==> src/rtl/pipe_hazard_ctrl_pkg.sv <==
// pipe_ctrl_pkg: FSM state, stage indices and hold/kill output patterns for pipe_hazard_ctrl
package pipe_ctrl_pkg;
  typedef enum logic {RUN, MULDIV} state_t;
  localparam int STG_IFID = 0;
  localparam int STG_IDEX = 1;
  localparam int STG_EXMEM = 2;
  localparam int STG_MEMWB = 3;
  typedef struct packed {
    logic pcHold;
    logic [3:0] hold;
    logic [3:0] kill;
  } hk_t;
  localparam hk_t HK_NONE = '{1'b0, 4'b0000, 4'b0000};
  localparam hk_t HK_RESET = '{1'b0, 4'b0000, 4'b1111};
  localparam hk_t HK_MEMSTALL = '{1'b1, 4'b0111, 4'b1000};
  localparam hk_t HK_MULDIV = '{1'b1, 4'b0011, 4'b0100};
  localparam hk_t HK_BRANCH = '{1'b0, 4'b0000, 4'b0011};
  localparam hk_t HK_LOADUSE = '{1'b1, 4'b0001, 4'b0010};
endpackage

==> src/rtl/pipe_hazard_ctrl_if.sv <==
// pipe_hazard_ctrl_if: hazard inputs from ID/EX/MEM and hold/kill/pc_hold/busy back to the pipeline
//   master = pipeline side (drives hazard sources), slave = controller side
interface pipe_hazard_ctrl_if #(parameter int REG_W = 5);
  logic [REG_W-1:0] id_rs1, id_rs2, ex_rd;
  logic id_use1, id_use2, ex_is_load, ex_is_muldiv, ex_br_taken, mem_req, mem_rdy;
  logic pc_hold, busy;
  logic [3:0] hold, kill;
  modport master(output id_rs1, id_rs2, ex_rd, id_use1, id_use2, ex_is_load, ex_is_muldiv,
                 ex_br_taken, mem_req, mem_rdy, input pc_hold, busy, hold, kill);
  modport slave(input id_rs1, id_rs2, ex_rd, id_use1, id_use2, ex_is_load, ex_is_muldiv,
                ex_br_taken, mem_req, mem_rdy, output pc_hold, busy, hold, kill);
endinterface

==> src/rtl/pipe_hazard_ctrl_loaduse.sv <==
// pipe_loaduse_cmp: load-use detect; EX load writing a register the ID instruction reads (x0 excluded)
//   rs1/rs2/use1/use2: ID sources, rd/isLoad: EX destination, luse: stall request
module pipe_loaduse_cmp #(parameter int REG_W = 5) (
  input  logic [REG_W-1:0] rs1,
  input  logic [REG_W-1:0] rs2,
  input  logic [REG_W-1:0] rd,
  input  logic             use1,
  input  logic             use2,
  input  logic             isLoad,
  output logic             luse
);
  assign luse = isLoad & (|rd) & ((use1 & (rs1 == rd)) | (use2 & (rs2 == rd)));
endmodule

==> src/rtl/pipe_hazard_ctrl.sv <==
// pipe_hazard_ctrl: stall/flush controller for PC and the IF/ID, ID/EX, EX/MEM, MEM/WB registers
//   clk, rst (async, active-low), bus (pipe_hazard_ctrl_if.slave)
//   optional PIPE_HAZARD_PERF_EN: stall_cnt (cycles with pc_hold), flush_cnt (branch flushes)
module pipe_hazard_ctrl
  import pipe_ctrl_pkg::*;
#(
  parameter int MD_LAT = 4,
  parameter int REG_W = 5
) (
  input  logic                 clk,
  input  logic                 rst,
  pipe_hazard_ctrl_if.slave    bus
`ifdef PIPE_HAZARD_PERF_EN
  ,
  output logic [31:0]          stall_cnt,
  output logic [31:0]          flush_cnt
`endif
);
  localparam int CW = $clog2(MD_LAT);
  state_t state;
  logic [CW-1:0] mdCnt;
  logic luse, memStall, mdActive, mdRelease, brHit;
  hk_t hk;
  pipe_loaduse_cmp #(.REG_W(REG_W)) uLuse (
    .rs1(bus.id_rs1), .rs2(bus.id_rs2), .rd(bus.ex_rd),
    .use1(bus.id_use1), .use2(bus.id_use2), .isLoad(bus.ex_is_load), .luse(luse)
  );
  always_comb begin
    memStall = bus.mem_req & ~bus.mem_rdy;
    mdActive = (state == MULDIV) | bus.ex_is_muldiv;
    mdRelease = (state == MULDIV) & (mdCnt == '0);
    brHit = ~memStall & ~mdActive & bus.ex_br_taken;
    hk = !rst ? HK_RESET :
         memStall ? HK_MEMSTALL :
         mdActive ? (mdRelease ? HK_NONE : HK_MULDIV) :
         bus.ex_br_taken ? HK_BRANCH :
         luse ? HK_LOADUSE : HK_NONE;
  end
  assign bus.pc_hold = hk.pcHold;
  assign bus.hold = hk.hold;
  assign bus.kill = hk.kill;
  assign bus.busy = (state == MULDIV);
  // A data-memory wait freezes the mul/div countdown so the op still gets MD_LAT real EX cycles
  always_ff @(posedge clk or negedge rst) begin
    if (!rst) begin
      state <= RUN;
      mdCnt <= '0;
    end else if (!memStall) begin
      if (state == RUN) begin
        if (bus.ex_is_muldiv) begin
          state <= MULDIV;
          mdCnt <= CW'(MD_LAT - 2);
        end
      end else if (mdCnt == '0) begin
        state <= RUN;
      end else begin
        mdCnt <= mdCnt - CW'(1);
      end
    end
  end
`ifdef PIPE_HAZARD_PERF_EN
  always_ff @(posedge clk or negedge rst) begin
    if (!rst) begin
      stall_cnt <= '0;
      flush_cnt <= '0;
    end else begin
      stall_cnt <= stall_cnt + {31'd0, hk.pcHold};
      flush_cnt <= flush_cnt + {31'd0, brHit};
    end
  end
`endif
  holdKillExclusive: assert property (@(posedge clk) disable iff (!rst) (bus.hold & bus.kill) == 4'b0);
endmodule

==> src/flat_wrapper.sv <==
// flat-port wrapper written by rule: the top's interface ports become plain ports
module pipe_hazard_ctrl_flat import pipe_ctrl_pkg::*;
#(
  parameter int MD_LAT = 4,
  parameter int REG_W = 5
)
  (clk, rst, bus_id_rs1, bus_id_rs2, bus_ex_rd, bus_id_use1, bus_id_use2, bus_ex_is_load, bus_ex_is_muldiv, bus_ex_br_taken, bus_mem_req, bus_mem_rdy, bus_pc_hold, bus_busy, bus_hold, bus_kill);
  pipe_hazard_ctrl_if #(.REG_W(REG_W)) bus_i ();
  input  logic clk;
  input  logic rst;
  input wire logic [$bits(bus_i.id_rs1)-1:0] bus_id_rs1;
  input wire logic [$bits(bus_i.id_rs2)-1:0] bus_id_rs2;
  input wire logic [$bits(bus_i.ex_rd)-1:0] bus_ex_rd;
  input wire logic [$bits(bus_i.id_use1)-1:0] bus_id_use1;
  input wire logic [$bits(bus_i.id_use2)-1:0] bus_id_use2;
  input wire logic [$bits(bus_i.ex_is_load)-1:0] bus_ex_is_load;
  input wire logic [$bits(bus_i.ex_is_muldiv)-1:0] bus_ex_is_muldiv;
  input wire logic [$bits(bus_i.ex_br_taken)-1:0] bus_ex_br_taken;
  input wire logic [$bits(bus_i.mem_req)-1:0] bus_mem_req;
  input wire logic [$bits(bus_i.mem_rdy)-1:0] bus_mem_rdy;
  output wire logic [$bits(bus_i.pc_hold)-1:0] bus_pc_hold;
  output wire logic [$bits(bus_i.busy)-1:0] bus_busy;
  output wire logic [$bits(bus_i.hold)-1:0] bus_hold;
  output wire logic [$bits(bus_i.kill)-1:0] bus_kill;
  assign bus_i.id_rs1 = bus_id_rs1;
  assign bus_i.id_rs2 = bus_id_rs2;
  assign bus_i.ex_rd = bus_ex_rd;
  assign bus_i.id_use1 = bus_id_use1;
  assign bus_i.id_use2 = bus_id_use2;
  assign bus_i.ex_is_load = bus_ex_is_load;
  assign bus_i.ex_is_muldiv = bus_ex_is_muldiv;
  assign bus_i.ex_br_taken = bus_ex_br_taken;
  assign bus_i.mem_req = bus_mem_req;
  assign bus_i.mem_rdy = bus_mem_rdy;
  assign bus_pc_hold = bus_i.pc_hold;
  assign bus_busy = bus_i.busy;
  assign bus_hold = bus_i.hold;
  assign bus_kill = bus_i.kill;
  pipe_hazard_ctrl #(.MD_LAT(MD_LAT), .REG_W(REG_W)) u_core (.clk(clk), .rst(rst), .bus(bus_i));
endmodule
==> config.mk <==
export PLATFORM = sky130hd
export DESIGN_NAME = pipe_hazard_ctrl_flat
export DESIGN_NICKNAME = d
export VERILOG_FILES = /design/src/rtl/pipe_hazard_ctrl_pkg.sv /design/src/rtl/pipe_hazard_ctrl_if.sv /design/src/rtl/pipe_hazard_ctrl_loaduse.sv /design/src/rtl/pipe_hazard_ctrl.sv /design/src/flat_wrapper.sv
export SDC_FILE = /design/constraint.sdc
export NUM_CORES = 1
export LEC_CHECK = 0
export ABC_AREA = 1
export CORE_MARGIN = 2
export CORE_UTILIZATION = 34
export CTS_CLUSTER_DIAMETER = 100
export DETAILED_ROUTE_END_ITERATION = 6
export PLACE_DENSITY = 0.79
export SYNTH_ARGS = -nofsm -noshare
export SYNTH_HDL_FRONTEND = slang
export SYNTH_SLANG_ARGS = --single-unit
==> constraint.sdc <==
create_clock -name clk -period 2 [get_ports clk]
set_clock_uncertainty 0.2 [all_clocks]
set_input_delay 0.4 -clock clk [delete_from_list [all_inputs] [get_ports clk]]
set_output_delay 0.4 -clock clk [all_outputs]
set_load 0.1 [all_outputs]
After elaboration in Yosys (flattened, before gate mapping) --
Index checks and enable logic that the tools add are counted.
Operators by class: add/sub/neg operators 1, bitwise gates (word level) 10, eq/ne operators 3, magnitude comparators 0, shift-type cells 0, multipliers 0, div/mod/pow operators 0, reduce and logical (&&, ||, !) cells 4, multiplexer cells 12
Operators with widths (number):
- 9-bit two-way mux | 6
- 5-bit equality test | 2
- 1-bit bitwise AND | 6
- 2-bit two-way mux | 3
- 5-bit OR reduction | 1
- 1-bit two-way mux | 3
- 3-bit AND reduction | 1
- 2-bit zero test | 1
- 2-bit != test, second input constant | 1
- 1-bit inverter | 2
- 1-bit OR | 2
- 2-bit nonzero test | 1
- 2-bit by 1-bit subtractor with 2-bit output, second input constant | 1
Word-level totals: memories 0, ROM bits 0, bits in latches 0, output and inout bits 10, bits in writable memories 0, bits of input ports 24, word-level logic and storage cells 32, register bits after elaboration 3

Depth between registers and ports, before layout --
Gate-level depths: netlist of run 1.
depth in word-level cells 9, mapped depth 9, depth with buffers taken out 8

Modules after synthesis --
From an unflattened synthesis of run 1, not the netlist that was laid out.
Unflattened totals: cells, all modules 99, area total of the unflattened synthesis 490.5 um2
By module, submodules not included:
- pipe_hazard_ctrl | cells an instance 44, seq. area each 75.1 um2, area each 274.0 um2, times used 1
- pipe_loaduse_cmp | cells an instance 55, seq. area each 0.0 um2, area each 216.5 um2, times used 1

Worst setup path after synthesis of run 1 --
OpenSTA, ideal clock, no wires.
path kind reg2out, start register u_core.state (netlist: u_core.bus.busy), end output port bus_hold[0], buffers on the path 1, arrival 3.948 ns, slack -2.548 ns, stages on the path, launching flop included 6, path through dfrtp_1 o21ai_1 a21oi_1 inv_1 nand2_1 buf_4
On the way: longest elaborated chain between the ends 5
RTL lines:
- start, declared | RTL line pipe_hazard_ctrl.sv:20 | state_t state;
- start signal, assigned | RTL line pipe_hazard_ctrl.sv:46 | state <= RUN;
- start signal, assigned | RTL line pipe_hazard_ctrl.sv:51 | state <= MULDIV;
- start signal, assigned | RTL line pipe_hazard_ctrl.sv:55 | state <= RUN;
- 1-bit bitwise AND | RTL line pipe_hazard_ctrl.sv:31 | mdRelease = (state == MULDIV) & (mdCnt == '0);
- 9-bit two-way mux | RTL line pipe_hazard_ctrl.sv:35 | mdActive ? (mdRelease ? HK_NONE : HK_MULDIV) :
- 9-bit two-way mux (*) | RTL line pipe_hazard_ctrl.sv:35
- 9-bit two-way mux (*) | RTL line pipe_hazard_ctrl.sv:34 | memStall ? HK_MEMSTALL :
- 9-bit two-way mux (*) | RTL line pipe_hazard_ctrl.sv:33 | hk = !rst ? HK_RESET :
- end, declared | RTL line flat_wrapper.sv:23 | output wire logic [$bits(bus_i.hold)-1:0] bus_hold;
Every way passes the cells marked *; elsewhere a longest branch is shown, timed or not.

Final worst setup path of run 1 --
start register u_core.mdCnt[1], end output port bus_pc_hold
On the way: longest elaborated chain between the ends 6
RTL lines:
- start, declared | RTL line pipe_hazard_ctrl.sv:21 | logic [CW-1:0] mdCnt;
- start signal, assigned | RTL line pipe_hazard_ctrl.sv:52 | mdCnt <= CW'(MD_LAT - 2);
- start signal, assigned | RTL line pipe_hazard_ctrl.sv:57 | mdCnt <= mdCnt - CW'(1);
- 2-bit zero test | RTL line pipe_hazard_ctrl.sv:31
- 1-bit bitwise AND | RTL line pipe_hazard_ctrl.sv:31
- 9-bit two-way mux (2 in series) | RTL line pipe_hazard_ctrl.sv:35
- 9-bit two-way mux | RTL line pipe_hazard_ctrl.sv:34
- 9-bit two-way mux | RTL line pipe_hazard_ctrl.sv:33
- end, declared | RTL line flat_wrapper.sv:21 | output wire logic [$bits(bus_i.pc_hold)-1:0] bus_pc_hold;
Every way passes these cells.

==> results of run 1 <==
[placed cells by master, fill, tap and decap left out, types with 3 or more instances in the layout]
| cell | instances |
|---|---|
| inv_2 | 17 |
| nor2_2 | 3 |
| nand3_1 | 3 |
| buf_2 | 10 |
| nand2_2 | 5 |
| buf_12 | 9 |
| nor2_1 | 6 |
| dlygate4sd2_1 | 4 |
| o21ai_1 | 3 |
| nand2_4 | 3 |
| clkbuf_2 | 7 |
| nand2_1 | 29 |
| buf_4 | 13 |
| nor2_4 | 3 |
| clkbuf_4 | 3 |
| inv_1 | 8 |
[area by class of cell]
| class | count | area share |
|---|---|---|
| clock buffers | 4 | 0.0240 |
| inverters | 25 | 0.0856 |
| multi-input cells | 66 | 0.410 |
| flip-flops and latches | 3 | 0.0719 |
| well taps | 15 | 0.0171 |
| repair buffers | 46 | 0.392 |
[registers in the layout, summed over array words and instances, names as in the netlist]
| signal | flops |
|---|---|
| u_core.mdCnt | 2 |
| u_core.bus.busy | 1 |
[logic make-up after synthesis]
kind of cell	count (synthesis)	share of synthesized area
simple gates	58	0.522
fa+ha+maj	1	0.0260
other cells	1	0.00778
buf+inv	27	0.226
compound gates	6	0.0623
flops	3	0.156
[worst max path at each step]
| stage | endpoint |
|---|---|
| final | bus_pc_hold |
| after global placement | bus_pc_hold |
| after floorplan | bus_hold[0] |
| after CTS | bus_pc_hold |
| after global routing | bus_hold[0] |
| after detailed placement | bus_kill[1] |
[per-layer routing]
layer,vias up,wire length [um],global-route usage
met1,332,653,0.255
li1,373,-,-
met5,-,0,0
met2,21,1100,0.438
met4,0,8,0.142
met3,2,63,0.0391
[where the power goes]
group	switching [mW]	leakage, nW	internal (mW)
clock	0.0314	0.0150	0.0748
sequential	0.0373	0.0347	0.0975
combinational	0.545	0.559	0.348
total	0.614	0.609	0.520
[worst max-delay path: cells and delay by family, from the launching register on]
kind | cells | cell delay [ns]
flops | 1 | 0.34
buf+inv | 2 | 0.23
simple gates | 4 | 0.44
fa+ha+maj | 1 | 0.16
[stage by stage]
step | setup TNS [ns] | util | cell area (sq um)
floorplan | -1.44 | - | 582
global placement | -1.90 | 0.803 | 1060
detailed placement | -2.07 | 0.803 | 1060
CTS | -0.000670 | 0.858 | 1130
global route | -0.212 | 0.832 | 1100
finish | -0.00443 | 0.832 | 1100
[timing repair]
action | 4_1_cts | 5_1_grt
endpoints found under the setup margin | 8 | 6
pin swaps | 25 | 14
cloned | 0 | 0
setup buffers | 4 | 0
gates resized for setup | 77 | 15
==> results.toml, run 1 <==
[drt]
postRouteAntennaNets = 0
firstDrtPassIters = 5
drt-initial-drc-count = 12
drt-total-wl_um = 1820
vias = 728
post_drt_wl_per_cell_um = 11.5
vias_per_cell = 4.58
drc = 0

[worst_setup_path]
crit_start = "u_core.mdCnt[1]"
cp-start-kind = "flop"
crit_arrival_ns = 1.40
path_class = "flop to output port"
r2r_end = "u_core.mdCnt[0]"
cp_slowest_cell = "dfrtp_1"
reg2reg_slack_ns = 0.57
max_stage_delay_ns = 0.34
required_ns = 1.40
cp-end-kind = "output port"
worst-path-max-fanout = 2
rr_worst_depth = 8
reg2reg_from = "u_core.mdCnt[1]"
cp_cell_sequence = "inv_2 -> ha_4 -> nand2_4 -> and3_4 -> nand3_4 -> nand2_8 -> buf_12"

[clocking]
cts.sinks = 3
htreeDepth = 1
clk_pin_slew_ns = 0.04
root_buffer = "clkbuf_4"
hold_buffers = 0
clockBufferDepth = 2
numCtsBuffers = 3
cts_tree = "done"
clk_latency_ns = 0.23

[power]
ir_worst_vdd_uv = 711
p_leak_nw = 0.609
p_per_area_nw_per_um2 = 1030
total_power_mw = 1.13

[global_routing]
grt_pass1_vias = 734
track_usage = 0.240
grt_max_degree = 6
grt_pass1_wl_um = 3180
antenna_found_initial = 0
gr-total-overflow = 0

[final_layout]
final_nets = 170
area_growth_pct = 128
nFillCells = 85
insertedDiodeCount = 0
instances_no_fill = 159
seq_area_sq_um = 78.8
multiInputGateArea_sq_um = 449
drive_gt1_frac = 0.583

[logic_synthesis]
yosys.cell_count.top_type = "nand2_1"
synthTopCellsByArea = "nand2_1 (28%), dfrtp_1 (16%), inv_1 (15%)"
synth_cells = 96
ys_types = 17
synthFlopType = "dfrtp_1"
syn-num-nets = 121
synth_top_cell_area_share = 0.281
synth_area_sq_um = 482
yosys_warnings = 0
synth_top_cells_by_count = "nand2_1 (36), inv_1 (19), nor2_1 (8), inv_2 (6), nand3_1 (5)"
synth_edf_count = 0
synth-async-reset-ratio = 1.00
synth_area_leader_cell = "nand2_1"
syn_avg_cell_area_sq_um = 5.02
seq_area_frac_synth = 0.156
ys_ff_latch = 3

[floorplanning]
initial_core_util = 0.366
chipWidth_um = 41.6
die_area_sq_um = 1730
io_pins = 34
core.rowCount = 13
design.core.area_sq_um = 1320
die_height_um = 41.6

[status]
violations = "setup timing"
status = "finished with violations"

[sta]
rsz0062_at_grt = "yes"
hold_violations = 0
timing.final.crit_share = 1.00
finalMaxSlewViolations = 0
period_needed_ns = 2.00
setup_violations = 2
max_freq_mhz = 499
holdWs_ns = 0.109
worst_slack_ns = -0.00314

[placed_design]
gp_congestion = 0.793
dpl.hpwl_um = 1330
io_buffers = 32
dpl.cell_count = 151
place_ws_ns = -0.451

[job]
cap_violations = 0

[worst_hold_path]
hold_class = "primary input to asynchronous set/reset pin"
No activity file was read; power rests on OpenSTA's default activity.
==> inputs of run 2 (changes only) <==
- CTS_CLUSTER_DIAMETER: 100 -> default
==> results of run 2 <==
Same layout as run 1: the final DEF is identical, and so are final timing and power.
